$ cat config.mk
export PLATFORM = sky130hd
export DESIGN_NAME = matrix_multiply_param_mac
export DESIGN_NICKNAME = d
export VERILOG_FILES = /design/src/rtl/matrix_multiply_param_mac_pkg.sv /design/src/rtl/matrix_multiply_param_mac_mac_unit.sv /design/src/rtl/matrix_multiply_param_mac.sv
export SDC_FILE = /design/constraint.sdc
export NUM_CORES = 2
export LEC_CHECK = 0
export BUFFER_PORTS_ARGS = -buffer_cell sky130_fd_sc_hd__buf_2
export CAP_MARGIN = 0
export CORE_MARGIN = 3
export CORE_UTILIZATION = 50
export DETAILED_ROUTE_END_ITERATION = 8
export GPL_TIMING_DRIVEN = 1
export PLACE_DENSITY = 0.68
export SYNTH_ARGS = -nofsm -noshare
export SYNTH_HDL_FRONTEND = slang
export SYNTH_SLANG_ARGS = --single-unit
export TNS_END_PERCENT = 1
$ cat constraint.sdc
create_clock -name clk -period 8.76 [get_ports clk]
set_input_delay 0.876 -clock clk [delete_from_list [all_inputs] [get_ports clk]]
set_output_delay 0.876 -clock clk [all_outputs]
set_load 0.005 [all_outputs]
$ cat src/rtl/matrix_multiply_param_mac_pkg.sv
// Shared FSM encoding and width helpers for the lane-parallel matrix multiplier.
package matrix_multiply_param_mac_pkg;

    typedef enum logic [1:0] {
        ST_IDLE  = 2'd0,
        ST_RUN   = 2'd1,
        ST_DRAIN = 2'd2,
        ST_DONE  = 2'd3
    } state_t;

    // Never returns zero so single-value counters still get a 1-bit register.
    function automatic int safe_clog2(input int v);
        return (v <= 1) ? 1 : $clog2(v);
    endfunction

    function automatic int acc_width(input int data_w, input int dim);
        return 2 * data_w + $clog2(dim);
    endfunction

    function automatic int a_addr_width(input int dim);
        return safe_clog2(dim * dim);
    endfunction

    function automatic int grp_addr_width(input int dim, input int lanes);
        return safe_clog2(dim * dim / lanes);
    endfunction

endpackage

$ cat src/rtl/matrix_multiply_param_mac_mac_unit.sv
// One MAC lane: DATA_W x DATA_W product, sign/zero extended, loaded or accumulated.
// One-cycle update when en_i is high; load_i starts a new dot product.
module mac_unit #(
    parameter int DATA_W = 8,
    parameter int ACC_W  = 19
) (
    input  logic              clk,
    input  logic              reset,
    input  logic              en_i,
    input  logic              load_i,
    input  logic              signed_i,
    input  logic [DATA_W-1:0] a_i,
    input  logic [DATA_W-1:0] b_i,
    output logic [ACC_W-1:0]  acc_o
);

    logic [ACC_W-1:0] a_ext;
    logic [ACC_W-1:0] b_ext;
    logic [ACC_W-1:0] prod;
    logic [ACC_W-1:0] acc_q;

    // Modulo-2^ACC_W multiply of extended operands yields the exact two's-complement product.
    assign a_ext = {{(ACC_W-DATA_W){signed_i & a_i[DATA_W-1]}}, a_i};
    assign b_ext = {{(ACC_W-DATA_W){signed_i & b_i[DATA_W-1]}}, b_i};
    assign prod  = a_ext * b_ext;

    always_ff @(posedge clk) begin
        if (reset) begin
            acc_q <= '0;
        end else if (en_i) begin
            acc_q <= load_i ? prod : acc_q + prod;
        end
    end

    assign acc_o = acc_q;

endmodule

$ cat src/rtl/matrix_multiply_param_mac.sv
// DIM x DIM matrix multiply, LANES output columns per issue, k innermost.
// Issue -> fetch -> accumulate pipeline; one C group written every DIM cycles.
module matrix_multiply_param_mac
    import matrix_multiply_param_mac_pkg::*;
#(
    parameter  int DIM    = 8,
    parameter  int DATA_W = 8,
    parameter  int LANES  = 8,
    localparam int ACC_W  = acc_width(DATA_W, DIM),
    localparam int AW     = a_addr_width(DIM),
    localparam int GW     = grp_addr_width(DIM, LANES)
) (
    input  logic                    clk,
    input  logic                    reset,
    input  logic                    start,
    input  logic                    signed_mode,
    output logic [AW-1:0]           a_addr,
    input  logic [DATA_W-1:0]       a_rdata,
    output logic [GW-1:0]           b_addr,
    input  logic [LANES*DATA_W-1:0] b_rdata,
    output logic                    c_wr_en,
    output logic [GW-1:0]           c_wr_addr,
    output logic [LANES*ACC_W-1:0]  c_wr_data,
    output logic                    busy,
    output logic                    done,
    output logic [15:0]             cycle_count
);

    localparam int GPR = DIM / LANES;
    localparam int KW  = safe_clog2(DIM);
    localparam int CW  = safe_clog2(GPR);

    if (DIM % LANES != 0) begin : g_bad_lanes
        $error("matrix_multiply_param_mac: LANES must divide DIM");
    end

    state_t          state_q;
    logic [KW-1:0]   k_q;
    logic [KW-1:0]   row_q;
    logic [CW-1:0]   cg_q;
    logic            signed_q;
    logic            busy_q;
    logic            done_q;
    logic [15:0]     cyc_q;

    logic            issue;
    logic            last_k;
    logic            last_cg;
    logic            last_row;
    logic            last_issue;
    logic [AW-1:0]   a_addr_d;
    logic [GW-1:0]   b_addr_d;
    logic [GW-1:0]   grp_d;

    logic            f_vld_q;
    logic            f_k0_q;
    logic            f_klast_q;
    logic            f_last_q;
    logic [GW-1:0]   f_grp_q;
    logic            wr_en_q;
    logic            w_last_q;
    logic [GW-1:0]   wr_addr_q;

    assign issue      = (state_q == ST_RUN);
    assign last_k     = (int'(k_q) == DIM - 1);
    assign last_cg    = (int'(cg_q) == GPR - 1);
    assign last_row   = (int'(row_q) == DIM - 1);
    assign last_issue = last_k && last_cg && last_row;

    assign a_addr_d = issue ? AW'(int'(row_q) * DIM + int'(k_q)) : '0;
    assign b_addr_d = issue ? GW'(int'(k_q) * GPR + int'(cg_q)) : '0;
    assign grp_d    = GW'(int'(row_q) * GPR + int'(cg_q));

    always_ff @(posedge clk) begin
        if (reset) begin
            state_q  <= ST_IDLE;
            k_q      <= '0;
            cg_q     <= '0;
            row_q    <= '0;
            signed_q <= 1'b0;
            busy_q   <= 1'b0;
            done_q   <= 1'b0;
            cyc_q    <= '0;
        end else begin
            case (state_q)
                ST_IDLE: begin
                    done_q <= 1'b0;
                    if (start) begin
                        state_q  <= ST_RUN;
                        busy_q   <= 1'b1;
                        cyc_q    <= '0;
                        signed_q <= signed_mode;
                        k_q      <= '0;
                        cg_q     <= '0;
                        row_q    <= '0;
                    end
                end
                ST_RUN: begin
                    cyc_q <= cyc_q + 16'd1;
                    if (!last_k) begin
                        k_q <= k_q + KW'(1);
                    end else begin
                        k_q <= '0;
                        if (!last_cg) begin
                            cg_q <= cg_q + CW'(1);
                        end else begin
                            cg_q <= '0;
                            if (!last_row) begin
                                row_q <= row_q + KW'(1);
                            end else begin
                                row_q   <= '0;
                                state_q <= ST_DRAIN;
                            end
                        end
                    end
                end
                ST_DRAIN: begin
                    cyc_q <= cyc_q + 16'd1;
                    if (wr_en_q && w_last_q) begin
                        state_q <= ST_DONE;
                        busy_q  <= 1'b0;
                        done_q  <= 1'b1;
                    end
                end
                ST_DONE: begin
                    done_q  <= 1'b0;
                    state_q <= ST_IDLE;
                end
                default: begin
                    state_q <= ST_IDLE;
                end
            endcase
        end
    end

    // Fetch and write stages only carry control; data sits in the lane accumulators.
    always_ff @(posedge clk) begin
        if (reset) begin
            f_vld_q   <= 1'b0;
            f_k0_q    <= 1'b0;
            f_klast_q <= 1'b0;
            f_last_q  <= 1'b0;
            f_grp_q   <= '0;
            wr_en_q   <= 1'b0;
            w_last_q  <= 1'b0;
            wr_addr_q <= '0;
        end else begin
            f_vld_q   <= issue;
            f_k0_q    <= (k_q == '0);
            f_klast_q <= last_k;
            f_last_q  <= issue && last_issue;
            f_grp_q   <= grp_d;
            wr_en_q   <= f_vld_q && f_klast_q;
            w_last_q  <= f_vld_q && f_last_q;
            wr_addr_q <= f_grp_q;
        end
    end

    for (genvar l = 0; l < LANES; l++) begin : g_lane
        logic [ACC_W-1:0] acc;

        mac_unit #(
            .DATA_W (DATA_W),
            .ACC_W  (ACC_W)
        ) u_mac (
            .clk      (clk),
            .reset    (reset),
            .en_i     (f_vld_q),
            .load_i   (f_k0_q),
            .signed_i (signed_q),
            .a_i      (a_rdata),
            .b_i      (b_rdata[l*DATA_W +: DATA_W]),
            .acc_o    (acc)
        );

        assign c_wr_data[l*ACC_W +: ACC_W] = acc;
    end

    assign a_addr      = a_addr_d;
    assign b_addr      = b_addr_d;
    assign c_wr_en     = wr_en_q;
    assign c_wr_addr   = wr_addr_q;
    assign busy        = busy_q;
    assign done        = done_q;
    assign cycle_count = cyc_q;

endmodule

-- Word level (Yosys, flattened, before mapping)
Cells that the tools add are included.
- muxes and demuxes: 34
- add/subtract/negate cells: 15
- multipliers: 8
- reductions and logical operators: 22
- equal/unequal tests: 10
- bitwise operators: 10
- operator list (kind ; number):
    adder 19 bit ; 8
    two-way mux 19 bit ; 8
    multiplier 9 x 9 -> 18 bit ; 8
    case mux 16 bit (2 select lines) ; 1
    two-way mux 3 bit ; 6
    adder 16 x 1 -> 16 bit, second input constant ; 1
    two-way mux 16 bit ; 1
    case mux 3 bit (2 select lines) ; 2
    two-way mux 2 bit ; 5
    AND 1 bit ; 9
    case mux 2 bit (4 select lines) ; 1
    AND reduction 2 bit ; 4
    nonzero test 2 bit ; 4
    adder 3 x 1 -> 3 bit ; 2
    adder 3 x 1 -> 3 bit, second input constant ; 2
    adder 6 x 3 -> 6 bit ; 1
    equality test 3 x 1 -> 1 bit, second input constant ; 2
    logical AND 1 bit ; 6
    two-way mux 1 bit ; 6
    two-way mux 6 bit ; 1
    != test 2 bit, second input constant ; 3
    case mux 1 bit (2 select lines) ; 3
    AND reduction 3 bit ; 2
    AND reduction 5 bit ; 1
    other kinds (9) ; 12
- output and inout port bits: 183
- input bits: 76
- logic and storage cells: 123
- register bits: 192

-- Depth between registers and ports, before layout
- word-level depth: 5
- depth in mapped cells: 29

-- By module
From an unflattened synthesis, not the netlist that was laid out.
- cells, all modules: 4552
- area total of the unflattened synthesis: 39718.1 µm²
- by module, submodules not included (module ; cells each ; times used ; seq. area each (µm²) ; area each (µm²)):
    mac_unit (g_lane[1].u_mac ...) ; 537 ; 2 ; 380.4 ; 4752.1
    mac_unit (g_lane[6].u_mac ...) ; 544 ; 2 ; 380.4 ; 4699.5
    mac_unit (g_lane[4].u_mac) ; 546 ; 1 ; 380.4 ; 4803.4
    mac_unit (g_lane[3].u_mac) ; 565 ; 1 ; 380.4 ; 4793.3
    mac_unit (g_lane[0].u_mac) ; 537 ; 1 ; 380.4 ; 4765.8
    mac_unit (g_lane[5].u_mac) ; 545 ; 1 ; 380.4 ; 4670.7
    matrix_multiply_param_mac ; 197 ; 1 ; 780.7 ; 1781.7

-- Worst setup path before layout
No wires, ideal clock.
- kind: input-to-reg
- start point: input a_rdata[7]
- end point: register g_lane[5].u_mac.acc_q[18]
- cell stages on the path: 28
- slack: 1.706 ns
- arrival time: 6.980 ns
- cell sequence: and2_1 > clkbuf_1 > clkbuf_1 > nand2_1 > fa_1 > inv_1 > fa_1 > fa_1 > fa_1 > inv_1 > fa_1 > inv_1 > ha_1 > o21ai_0 > nor2_1 > o21a_1 > nor2_1 > xnor2_1 > ha_1 > a21o_1 > a21oi_1 > and4b_1 > a21oi_1 > a21o_1 > o41ai_2 > nand2_1 > a211o_1 > a31oi_1
- longest elaborated chain between the ends: 4
- RTL lines (what ; line ; RTL):
    start, declared ; matrix_multiply_param_mac.sv:18 ; input logic [DATA_W-1:0] a_rdata,
    AND 1 bit ; matrix_multiply_param_mac_mac_unit.sv:23 ; assign a_ext = {{(ACC_W-DATA_W){signed_i & a_i[DATA_W-1]}}, a_i};
    multiplier 9 x 9 -> 18 bit * ; matrix_multiply_param_mac_mac_unit.sv:25 ; assign prod = a_ext * b_ext;
    adder 19 bit ; matrix_multiply_param_mac_mac_unit.sv:31 ; acc_q <= load_i ? prod : acc_q + prod;
    two-way mux 19 bit * ; matrix_multiply_param_mac_mac_unit.sv:31 ;
    end signal, assigned ; matrix_multiply_param_mac_mac_unit.sv:31 ;
    end, declared ; matrix_multiply_param_mac_mac_unit.sv:20 ; logic [ACC_W-1:0] acc_q;
Mark *: on every way between the ends. The rest lies on a longest branch, timed or not.
A chain may end at the register's enable or synchronous reset.

-- Final worst setup path
- start point: register signed_q
- end point: register g_lane[5].u_mac.acc_q[18]
- longest elaborated chain between the ends: 4
- RTL lines (what ; line ; RTL):
    start, declared ; matrix_multiply_param_mac.sv:41 ; logic signed_q;
    start signal, assigned ; matrix_multiply_param_mac.sv:92 ; signed_q <= signed_mode;
    AND 1 bit (on tied branches) ; matrix_multiply_param_mac_mac_unit.sv:23, matrix_multiply_param_mac_mac_unit.sv:24 ;
    multiplier 9 x 9 -> 18 bit * ; matrix_multiply_param_mac_mac_unit.sv:25 ;
    adder 19 bit ; matrix_multiply_param_mac_mac_unit.sv:31 ;
    two-way mux 19 bit * ; matrix_multiply_param_mac_mac_unit.sv:31 ;
Marks and branches as above.

==> results by group <==
Die
  – Initial core utilization: between 50% and 60%
  – Die X: 285 um
  – I/O pins: between 200 and 300
  – Core area: between 0.07 and 0.08 sq mm
  – Cell row count: 101
  – DIE AREA: 0.0813 sq mm
  – Chip height: ~290 um

Critical path
  – Worst flop-to-flop path endpoint: g_lane[5].u_mac.acc_o[18]$_SDFFE_PP0P_
  – R2r setup slk: 1170 ps
  – Arr. time, crit path: just under 8000 ps
  – Worst Path Max Fanout: 12
  – Crit Path Category: reg2reg
  – Worst setup SP type: register
  – Slowest stage delay, CP: around 670 ps
  – Worst r2r src: signed_q$_SDFFE_PP0P_
  – Worst Setup End Kind: register
  – Worst R2R Path Depth: 27
  – Required @ worst endpoint: approximately 9000 ps
  – Worst Setup EP: g_lane[5].u_mac.acc_o[18]$_SDFFE_PP0P_
  – Most used cell, CP: fa_1
  – Crit path max-delay cell type: dfxtp_1
  – Critical Path Start: signed_q$_SDFFE_PP0P_

Placement
  – Setup WS pre-CTS: between 800 and 900 ps
  – Hpwl dp: roughly 84 mm
  – RePlAce Congestion: 0.917
  – IO buf count: 258

Clock tree
  – CTS tree: built
  – CTS max path bufs: 2
  – CTS buffer count: 17
  – # Post-CTS Setup Buffers: 0
  – Reg clk slew, reported paths: 80 ps
  – Resized Gates After CTS: 0
  – Hold buffers post-CTS: 0
  – CTS sink count: around 190
  – Clk Latency, worst-skew pair: around 460 ps
  – CTS root buf: clkbuf_16
  – H-tree depth: 4

Drt
  – TritonRoute pass-1 iters: 5
  – Avg WL per Cell: 17.8 um
  – Via count: roughly 32000
  – Antenna Nets Post-Route: 0
  – Number of DRC markers in iteration 0: 1898
  – Routed wire length: between 100 and 150 mm
  – DRC errors left: 0
  – Via-to-Cell Ratio: between 5 and 6

Timing
  – Endpoints failing hold: 0
  – Setup TNS: 0 ps
  – Slew Limit Fails: 0
  – Final clock skew: approximately 17 ps
  – Final setup vio count: 0
  – Final hold slack: between 400 and 500 ps
  – Fin crit share: between 80% and 90%
  – Min Tclk post-route: ~7600 ps
  – Setup ws final: ~1200 ps
  – Rel. slew slack: between 20% and 30%
  – Fmax achieved: 132 MHz
  – RSZ-0062 raised after global routing: false
  – Worst Tran Pin Value: ~1100 ps

Power and ir drop
  – Clk pwr share: under 10%
  – Design Power: ~15 mW
  – Comb power frac: 85.5%
  – Seq pwr share: 9.0%
  – Max VDD drop: around 0.31 mV
  – Psw: approximately 8.1 mW
  – Sw frac: a little under three fifths
  – Internal power: between 6 and 7 mW
  – Leak pwr: roughly 22 nW
  – Pwr dens: between 300 and 400 mW/mm^2

Synthesis
  – Top cell type's share of synthesized area: between 20% and 30%
  – Synthesized net count: roughly 5700
  – Cell with the most instances after synthesis: inv_1
  – Number of synthesis warnings: 0
  – Synth Area per Inst: between 8 and 9 sq um
  – Unique masters post-synth: 71
  – Syn Std Cell Area: about 0.039 sq mm
  – Synth Register Bits: 191
  – Post-synth top cells: inv_1 (690), fa_1 (568), nand2_1 (480), ha_1 (465), nor2_1 (358)
  – Async set-reset flop share out of synthesis: 0%
  – Top post-synthesis cells by area: fa_1 (29%), ha_1 (15%), dfxtp_1 (9.8%), inv_1 (6.6%), and2_1 (5.1%)
  – Sequential share of the synthesized area: 9.81%
  – Post-synth EDFFs: 0
  – Leading area contributor after synthesis: fa_1
  – Post-Synthesis Cells: 4630
  – Most used DFF post-synth: dfxtp_1

Final layout
  – Fill count: 7290
  – Final nets: between 5000 and 6000
  – Layout cells sized above 1: 7.98%
  – Area growth syn-to-layout: 7.34%

Hold path
  – Worst min-delay path category: reg2reg
  – HP Start: f_grp_q[2]$_SDFF_PP0_

GRT
  – Remaining global-route overflow: 0
  – Largest net degree at the start of global routing: about 200
  – Vias in the first global route: around 32000
  – Initial antenna violation count: 13
  – First-pass GRT wire length: 168 mm
  – Gr usage total: about a quarter

Flow run
  – Maxcap violations: 0

Run status
  – Run status: completed
==> cell families after synthesis <==
| logic type | count (synthesis) | share of synthesized area [%] |
|---|---|---|
| fa+ha+maj | 1033 | 44.1 |
| buf+inv | 882 | 8.53 |
| compound gates | 742 | 12.7 |
| flops | 191 | 9.81 |
| simple gates | 1500 | 18.4 |
| xor+xnor | 253 | 5.69 |
| mux | 29 | 0.745 |
==> power by group through the flow <==
| stage | clock (mW) | combinational, mW | sequential [mW] |
|---|---|---|---|
| 2_1_floorplan | 0 | 9.35 | 1.26 |
| 3_3_place_gp | 0 | 12.3 | 1.33 |
| 3_5_place_dp | 0 | 12.5 | 1.33 |
| 4_1_cts | 0.819 | 12.6 | 1.31 |
| 5_1_grt | 0.852 | 14.0 | 1.34 |
| 6_report | 0.805 | 12.5 | 1.31 |
==> sequential cells by signal, indices dropped and copies added (netlist names) <==
| register | flops |
|---|---|
| row_q | 3 |
| k_q | 3 |
| f_klast_q | 1 |
| f_vld_q | 1 |
| g_lane.u_mac.acc_o | 152 |
| w_last_q | 1 |
| f_grp_q | 3 |
| busy | 1 |
| done | 1 |
| f_k0_q | 1 |
| state_q | 2 |
| cycle_count | 16 |
| f_last_q | 1 |
| c_wr_en | 1 |
| c_wr_addr | 3 |
| signed_q | 1 |
==> worst max-delay path: cells and delay by family (launching register included) <==
family          cells  cell delay (ps)
simple gates        6             1180
compound gates      9             1860
xor+xnor            1              230
fa+ha+maj           7             3160
buf+inv             4              390
flops               1              670
==> metal layers <==
metal | wire (um) | track usage, % | share of wire (%) | vias up
met5 | 57 | 0 | 0.055 | -
met4 | 3990 | 8.80 | 3.8 | 10
met3 | 4150 | 3.61 | 4.0 | 156
met2 | 54800 | 47.9 | 53 | 627
met1 | 40700 | 29.7 | 39 | 15600
li1 | - | - | - | 15400
==> area by class of cell <==
class | count | area [sq um] | area share (%)
clock buffers | 19 | 443 | 1.06
well taps | 1030 | 1290 | 3.08
flip-flops and latches | 191 | 3830 | 9.16
clock inverters | 13 | 124 | 0.296
diodes | 5 | 12.5 | 0.0299
multi-input cells | 3557 | 31800 | 76.1
repair buffers | 302 | 1700 | 4.07
inverters | 693 | 2600 | 6.22
==> metrics by stage <==
step | std cells | utilization [%] | cell area (sq um)
2_1_floorplan | 4630 | - | 39000
6_report | 5810 | 54.6 | 41800
3_3_place_gp | 5773 | 53.9 | 41200
5_1_grt | 5806 | 54.6 | 41800
4_1_cts | 5805 | 54.6 | 41800
3_5_place_dp | 5773 | 53.9 | 41200
==> worst min path at each step <==
stage,end,slack [ps],cells past startpoint
3_3_place_gp,c_wr_addr[0]$_SDFF_PP0_,420,1
4_1_cts,c_wr_addr[2]$_SDFF_PP0_,450,1
5_1_grt,c_wr_addr[2]$_SDFF_PP0_,470,1
6_report,c_wr_addr[2]$_SDFF_PP0_,450,1
2_1_floorplan,c_wr_addr[0]$_SDFF_PP0_,410,1
3_5_place_dp,c_wr_addr[2]$_SDFF_PP0_,430,1
==> cells in the final DEF (no fill, tap or decap), drive strengths merged, types with 69 or more instances in the layout <==
cell type / Yosys / layout
o21ai: 135 / 135
nor3: 91 / 91
dfxtp: 191 / 191
nand3: 69 / 69
xnor2: 176 / 176
inv: 691 / 698
nand2: 480 / 480
ha: 465 / 465
buf: 26 / 302
xor2: 77 / 77
fa: 568 / 568
a21o: 70 / 70
nor2: 358 / 358
and2: 317 / 317
a211oi: 80 / 80
a21oi: 175 / 175
(Power assumes the default switching activity.)
